<file path="src/rtl/policy_mem.sv">
// policy_mem: DEPTH x DATA_W policy table with byte-strobed writes,
// one-cycle reads with write-first bypass and a hardware clear sweep.
module policy_mem #(
  parameter int DATA_W = 32,
  parameter int ADDR_W = 4
) (
  input  logic                clk,
  input  logic                rst,
  input  logic                wr_en,
  input  logic [ADDR_W-1:0]   wr_addr,
  input  logic [DATA_W-1:0]   wr_data,
  input  logic [DATA_W/8-1:0] wr_strb,
  input  logic                rd_req,
  input  logic [ADDR_W-1:0]   rd_addr,
  output logic [DATA_W-1:0]   rd_data,
  output logic                rd_valid,
  input  logic                clr_req,
  output logic                busy,
  output logic                drop
);

  localparam int DEPTH = 2 ** ADDR_W;
  localparam int NB    = DATA_W / 8;

  typedef enum logic {
    CLEAR = 1'b0,
    RUN   = 1'b1
  } state_e;

  state_e              state_q;
  logic [ADDR_W-1:0]   idx_q;
  logic [DATA_W-1:0]   rd_data_q;
  logic                rd_valid_q;
  logic                drop_q;
  logic                busy_q;
  logic [DATA_W-1:0]   mem_q [DEPTH];

  logic                accept;
  logic                wr_fire;
  logic                rd_fire;
  logic                reject;
  logic [DATA_W-1:0]   wr_merged;
  logic [DATA_W-1:0]   rd_word;

  // A clear request in RUN takes priority over same-cycle traffic.
  assign accept  = (state_q == RUN) && !clr_req;
  assign wr_fire = accept && wr_en;
  assign rd_fire = accept && rd_req;
  assign reject  = (wr_en || rd_req) && !accept;

  always_comb begin
    wr_merged = mem_q[wr_addr];
    for (int b = 0; b < NB; b++) begin
      if (wr_strb[b]) begin
        wr_merged[8*b +: 8] = wr_data[8*b +: 8];
      end
    end
  end

  always_comb begin
    rd_word = mem_q[rd_addr];
    if (wr_fire && (wr_addr == rd_addr)) begin
      rd_word = wr_merged;
    end
  end

  always_ff @(posedge clk or posedge rst) begin
    if (rst) begin
      state_q    <= CLEAR;
      idx_q      <= '0;
      rd_data_q  <= '0;
      rd_valid_q <= 1'b0;
      drop_q     <= 1'b0;
      busy_q     <= 1'b1;
    end else begin
      rd_valid_q <= rd_fire;
      rd_data_q  <= rd_fire ? rd_word : '0;
      drop_q     <= reject;
      unique case (state_q)
        CLEAR: begin
          idx_q <= idx_q + 1'b1;
          if (idx_q == ADDR_W'(DEPTH - 1)) begin
            state_q <= RUN;
            busy_q  <= 1'b0;
          end
        end
        RUN: begin
          if (clr_req) begin
            state_q <= CLEAR;
            idx_q   <= '0;
            busy_q  <= 1'b1;
          end
        end
        default: begin
          state_q <= CLEAR;
          idx_q   <= '0;
          busy_q  <= 1'b1;
        end
      endcase
    end
  end

  // Array carries no reset; the sweep defines its contents.
  always_ff @(posedge clk) begin
    if (!rst) begin
      if (state_q == CLEAR) begin
        mem_q[idx_q] <= '0;
      end else if (wr_fire) begin
        mem_q[wr_addr] <= wr_merged;
      end
    end
  end

  assign rd_data  = rd_data_q;
  assign rd_valid = rd_valid_q;
  assign drop     = drop_q;
  assign busy     = busy_q;

endmodule

</file>
<file path="config.mk">
export PLATFORM = sky130hd
export DESIGN_NAME = policy_mem
export DESIGN_NICKNAME = d
export VERILOG_FILES = /design/src/rtl/policy_mem.sv
export SDC_FILE = /design/constraint.sdc
export NUM_CORES = 1
export LEC_CHECK = 0
export ABC_AREA = 1
export BUFFER_PORTS_ARGS = -buffer_cell sky130_fd_sc_hd__buf_2
export CAP_MARGIN = 20
export CORE_ASPECT_RATIO = 0.75
export CORE_MARGIN = 2
export CORE_UTILIZATION = 25
export CTS_BUF_LIST = sky130_fd_sc_hd__clkbuf_4
export DETAILED_ROUTE_END_ITERATION = 12
export HOLD_SLACK_MARGIN = 0.15
export PLACE_DENSITY = 0.5
export SLEW_MARGIN = 10
export SYNTH_ARGS = -nofsm -noshare
export SYNTH_HDL_FRONTEND = slang
export SYNTH_SLANG_ARGS = --single-unit
</file>
<file path="constraint.sdc">
create_clock -name clk -period 3.82 [get_ports clk]
set_input_delay 0.382 -clock clk [delete_from_list [all_inputs] [get_ports clk]]
set_output_delay 0.382 -clock clk [all_outputs]
set_load 0.03 [all_outputs]
</file>
Word level (Yosys, flattened, before mapping)
Memory sizes are Yosys's and may differ from the RTL's.
Index checks and enable logic that the tools add are counted.
{"block": "word_totals", "reg_bits": 40, "ram_bits": 512, "inputBits": 49, "output_inout_bits": 35, "n_memories": 1}
{"block": "op_classes", "add_sub_neg": 1, "n_eq_ne": 4, "mux": 24, "n_bitwise": 1, "reduce_logical": 10}
{"memory": "mem_q", "words": 16, "word_bits": 32, "read_ports": 2, "rd_clocked_by_memory_dff": 0, "write_ports": 1, "line_no": "36", "rtl": "logic [DATA_W-1:0] mem_q [DEPTH];"}
{"op": "$mux W32", "n": 3}
{"op": "$mux W8", "n": 4}
{"op": "$reduce_or A32 Y1", "n": 1}
{"op": "$mux W1", "n": 12}
{"op": "$mux W4", "n": 2}
{"op": "$pmux W4 S2", "n": 1}
{"op": "$logic_and A1 B1 Y1", "n": 5}
{"op": "$add A4 B1 Y4 const B", "n": 1}
{"op": "$eq A4 B4 Y1", "n": 1}
{"op": "$eq A4 B4 Y1 const B", "n": 1}
{"op": "$ne A2 B2 Y1 const B", "n": 2}
{"op": "$pmux W1 S2", "n": 2}
{"op": "$logic_not A1 Y1", "n": 2}
{"op": "$reduce_and A2 Y1", "n": 1}
{"op": "$logic_or A1 B1 Y1", "n": 1}
{"op": "$not A1 Y1", "n": 1}

Depth between registers and ports, before layout
{"block": "logic_depth", "word_depth": 9, "ltp_mapped": 12}

Worst setup path after synthesis
OpenSTA, ideal clock, no wires.
{"block": "synth_path", "kind": "in2reg", "from": "input port wr_addr[0]", "to": "memory mem_q[3][0], enable pin", "setup_time_ns": 0.461, "arrival_time_ns": 3.473, "setup_slack_ns": -0.114, "path_stages": 7, "n_path_buf": 3, "cell_sequence": "buf_4 inv_2 buf_4 buf_2 a21oi_1 nand2_2 nor3_1"}
{"block": "synth_via", "elab_chain_cells": 1}
{"element": "start: declaration", "line_no": "10", "rtl": "input logic [ADDR_W-1:0] wr_addr,"}
{"element": "$mux W4 (no line)"}
{"element": "end: declaration", "line_no": "36"}
Every way passes these cells.

Worst setup path after layout
{"block": "layout_path", "from": "input port clr_req", "to": "memory mem_q[8][20], enable pin"}
{"block": "layout_via", "elab_chain_cells": 9, "word_cells_on_any_way": 10, "classes_between": "mux (6); reduce/logical (4)"}
{"element": "start: declaration", "line_no": "17", "rtl": "input logic clr_req,"}
{"element": "$logic_not A1 Y1 (*)", "line_no": "46", "rtl": "assign accept = (state_q == RUN) && !clr_req;"}
{"element": "$logic_and A1 B1 Y1 (*)", "line_no": "46"}
{"element": "$logic_and A1 B1 Y1 (*)", "line_no": "47", "rtl": "assign wr_fire = accept && wr_en;"}
{"element": "$mux W1 (*)", "line_no": "108", "rtl": "end else if (wr_fire) begin"}
{"element": "$mux W1 (*)", "line_no": "106", "rtl": "if (state_q == CLEAR) begin"}
{"element": "$mux W1 (*)", "line_no": "105", "rtl": "if (!rst) begin"}
{"element": "$mux W1 (implied by the code) (*)", "line_no": "109", "rtl": "mem_q[wr_addr] <= wr_merged;"}
{"element": "$reduce_or A32 Y1 (no line)"}
{"element": "$mux W4 (no line) / $mux W1 (equally long branches)"}
Mark *: on every way between the ends. The rest lies on a longest branch, timed or not.

==> results.cfg <==
[status]
outcome = complete, no violations

[yosys]
syn_inst = 3144
synthAdderAreaFrac = 0.000452
synth_warnings = 0
synth_xor_area_frac = 0.000950
synth_mux_area_frac = 0
synth_top_area_cell = edfxtp_1
synth_nets = 3194
synth_common_cells = 1354 x nand2_1, 837 x nand3_1, 512 x edfxtp_1, 94 x buf_2, 61 x clkbuf_1
synthSimpleGateAreaFrac = 0.354
async_flop_share = 0.0725
synth_area_leaders = edfxtp_1 56%, nand2_1 18%, nand3_1 15%, dfrtp_1 3.5%, buf_2 1.7%
synth_area_mm2 = 0.0277
postSynthAreaPerCell_um2 = 8.80
ys_seq_area_frac = 0.592
ys.flop_type = edfxtp_1
synth_top_area_share = 0.556
ys_types = 29
synth-compound-area-share = 0.00891
synth_edf_count = 512
synth_most_common_cell = nand2_1
synth_top_family_by_area = simple AND/OR/NAND/NOR gates
synth-seq-cells = 552

[worst_setup_path]
worstSetupPathType = in2reg
crit_arrival_ns = 3.93
reg2reg_slack_ns = 0.70
end_kind = flop
setup.worst_path.start_class = primary input
critPathMaxFanout = 18
worstPathRequired_ns = 4.50

[sta]
setup_slack_ns = 0.569
drv_slew = 0
worst_pin_slew_ns = 1.07
rsz0062_at_grt = no
hold_slack_ns = 0.258
relSlewSlack = 0.284
skew_ns = 0.0665
report.final.hold_viol_count = 0
tns_ns = 0
min_period_ns = 3.25
period_share = 0.851
max_freq_mhz = 308
setup_violations = 0

[floorplan]
fp-row-count = 105
dieArea_mm2 = 0.113
fp.dieW_um = 388
start_util = 0.253
ios = 84
core_mm2 = 0.110
die_height_um = 292

[grt]
antenna_found_initial = 6
grt_max_degree = 135
busiest_layer = met2
grt_pass1_vias = 23200
grt_overflow = 0
grt_use_met1 = 0.259
grtUsageMet3 = 0.0445
grt_use_met2 = 0.267
grt_use_total = 0.182
grt_pass1_wl_mm = 154

[placement]
dp_hpwl_mm = 57.2
placed_area_mm2 = 0.0300
dp_cells = 4534
port-buffer-count = 83
globalplace.congestion = 0.791
pre_cts_slack_ns = 0.685

[cts]
cts.sinks = 552
clk_pin_slew_worst_paths_ns = 0.07
ctsResizeCount = 0
post_cts_buffers = 0
clock_latency_ns = 1.04
cts_made_buffers = 146
htreeDepth = 4
cts.root.buffer_cell = clkbuf_4
clockBufferDepth = 3
cts_tree = yes

[final_layout]
final_net_count = 3392
instances_no_fill = 4902
area_growth_pct = 18.7
final_cell_area_mm2 = 0.0328
drive_gt1_frac = 0.143
utilization = 0.300

[pwr]
peakVddDrop_mv = 0.291
p_leak_nw = 13.3
total_power_mw = 15.4
pwr_density_cell_mw_per_mm2 = 467

[drt]
wl_mm = 105
first_pass_iters = 6
drt-wirelength-per-cell_um = 21.4
drt-initial-drc-count = 2880
vias = 24400
routed_via_density = 4.97
route.detailed.drc = 0
ant_nets = 0

[job]
maxCapViolations = 0

[min_path]
hp-class = in2reg
==> flip-flops by register name, summed over array words and instances, names as in the netlist <==
| register | count |
|---|---|
| idx_q | 4 |
| rd_valid | 1 |
| busy | 1 |
| rd_data | 32 |
| drop | 1 |
| state_q | 1 |
| mem_q | 512 |
==> worst paths after layout <==
kind                                        start                endpoint  cells past startpoint
max in group asynchronous                     rst        busy$_DFFE_PP1P_                      5
worst max-delay path                      clr_req  mem_q[8][20]$_DFFE_PP_                     13
min in group asynchronous                     rst    idx_q[0]$_DFFE_PP0P_                      4
worst min-delay path                   wr_addr[2]  mem_q[3][14]$_DFFE_PP_                      7
worst max register to register  state_q$_DFF_PP0_  mem_q[8][20]$_DFFE_PP_                     11
worst min register to register   busy$_DFFE_PP1P_        busy$_DFFE_PP1P_                      2
==> cell type report <==
cell class,instances,area (um^2)
inverter,26,128
clock inverter,42,206
clock buffer,219,1640
sequential,552,16400
multi-input combinational,2337,10200
fill,11600,76700
antenna,3,7.51
tap,1444,1810
timing repair buffer,279,2480
==> timing repair <==
action | 4_1_cts | 5_1_grt
endpoints found under the setup margin | 0 | 0
endpoints found under the hold margin | 189 | 0
hold buffers | 96 | 0
==> worst max-delay path, stage by stage <==
cell and delay [ns]:
dlygate4sd3_1 0.54, buf_2 0.12, dlygate4sd3_1 0.60, nor2_4 0.20
nand2_4 0.09, nor2_4 0.15, inv_2 0.31, nand2_2 0.21
o21ai_4 0.09, inv_2 0.13, nand3_2 0.23, nor2_4 0.57
buf_12 0.27
==> layer usage <==
metal | vias to the layer above | routed length [um]
met5 | - | 24
met2 | 1333 | 44700
met3 | 230 | 10300
li1 | 11200 | -
met1 | 11600 | 46900
met4 | 4 | 2870
==> logic make-up after synthesis <==
| family | count (synthesis) |
|---|---|
| simple gates | 2289 |
| compound gates | 44 |
| xor+xnor | 3 |
| fa+ha+maj | 1 |
| flops | 552 |
| buf+inv | 255 |
==> cell usage in the layout (no fill, tap or decap), types with 4 or more instances in the layout <==
cell type / instances
o21ai_0: 6
clkbuf_4: 219
edfxtp_1: 512
nor2_1: 37
dlygate4sd3_1: 96
buf_12: 25
clkinv_2: 7
nand2_2: 4
a21oi_1: 35
buf_4: 77
nand3_1: 836
buf_2: 77
dfrtp_1: 39
or2_2: 32
nor2_4: 15
inv_2: 12
clkinv_1: 28
inv_1: 11
nand2_1: 1354
==> report_power, final <==
group | leakage, nW | switching (mW) | internal (mW)
Clock | 1.11 | 2.66 | 2.69
Sequential | 5.45 | 0.224 | 7.13
Combinational | 6.73 | 1.90 | 0.744
Total | 13.3 | 4.79 | 10.6
(Power assumes the default switching activity.)
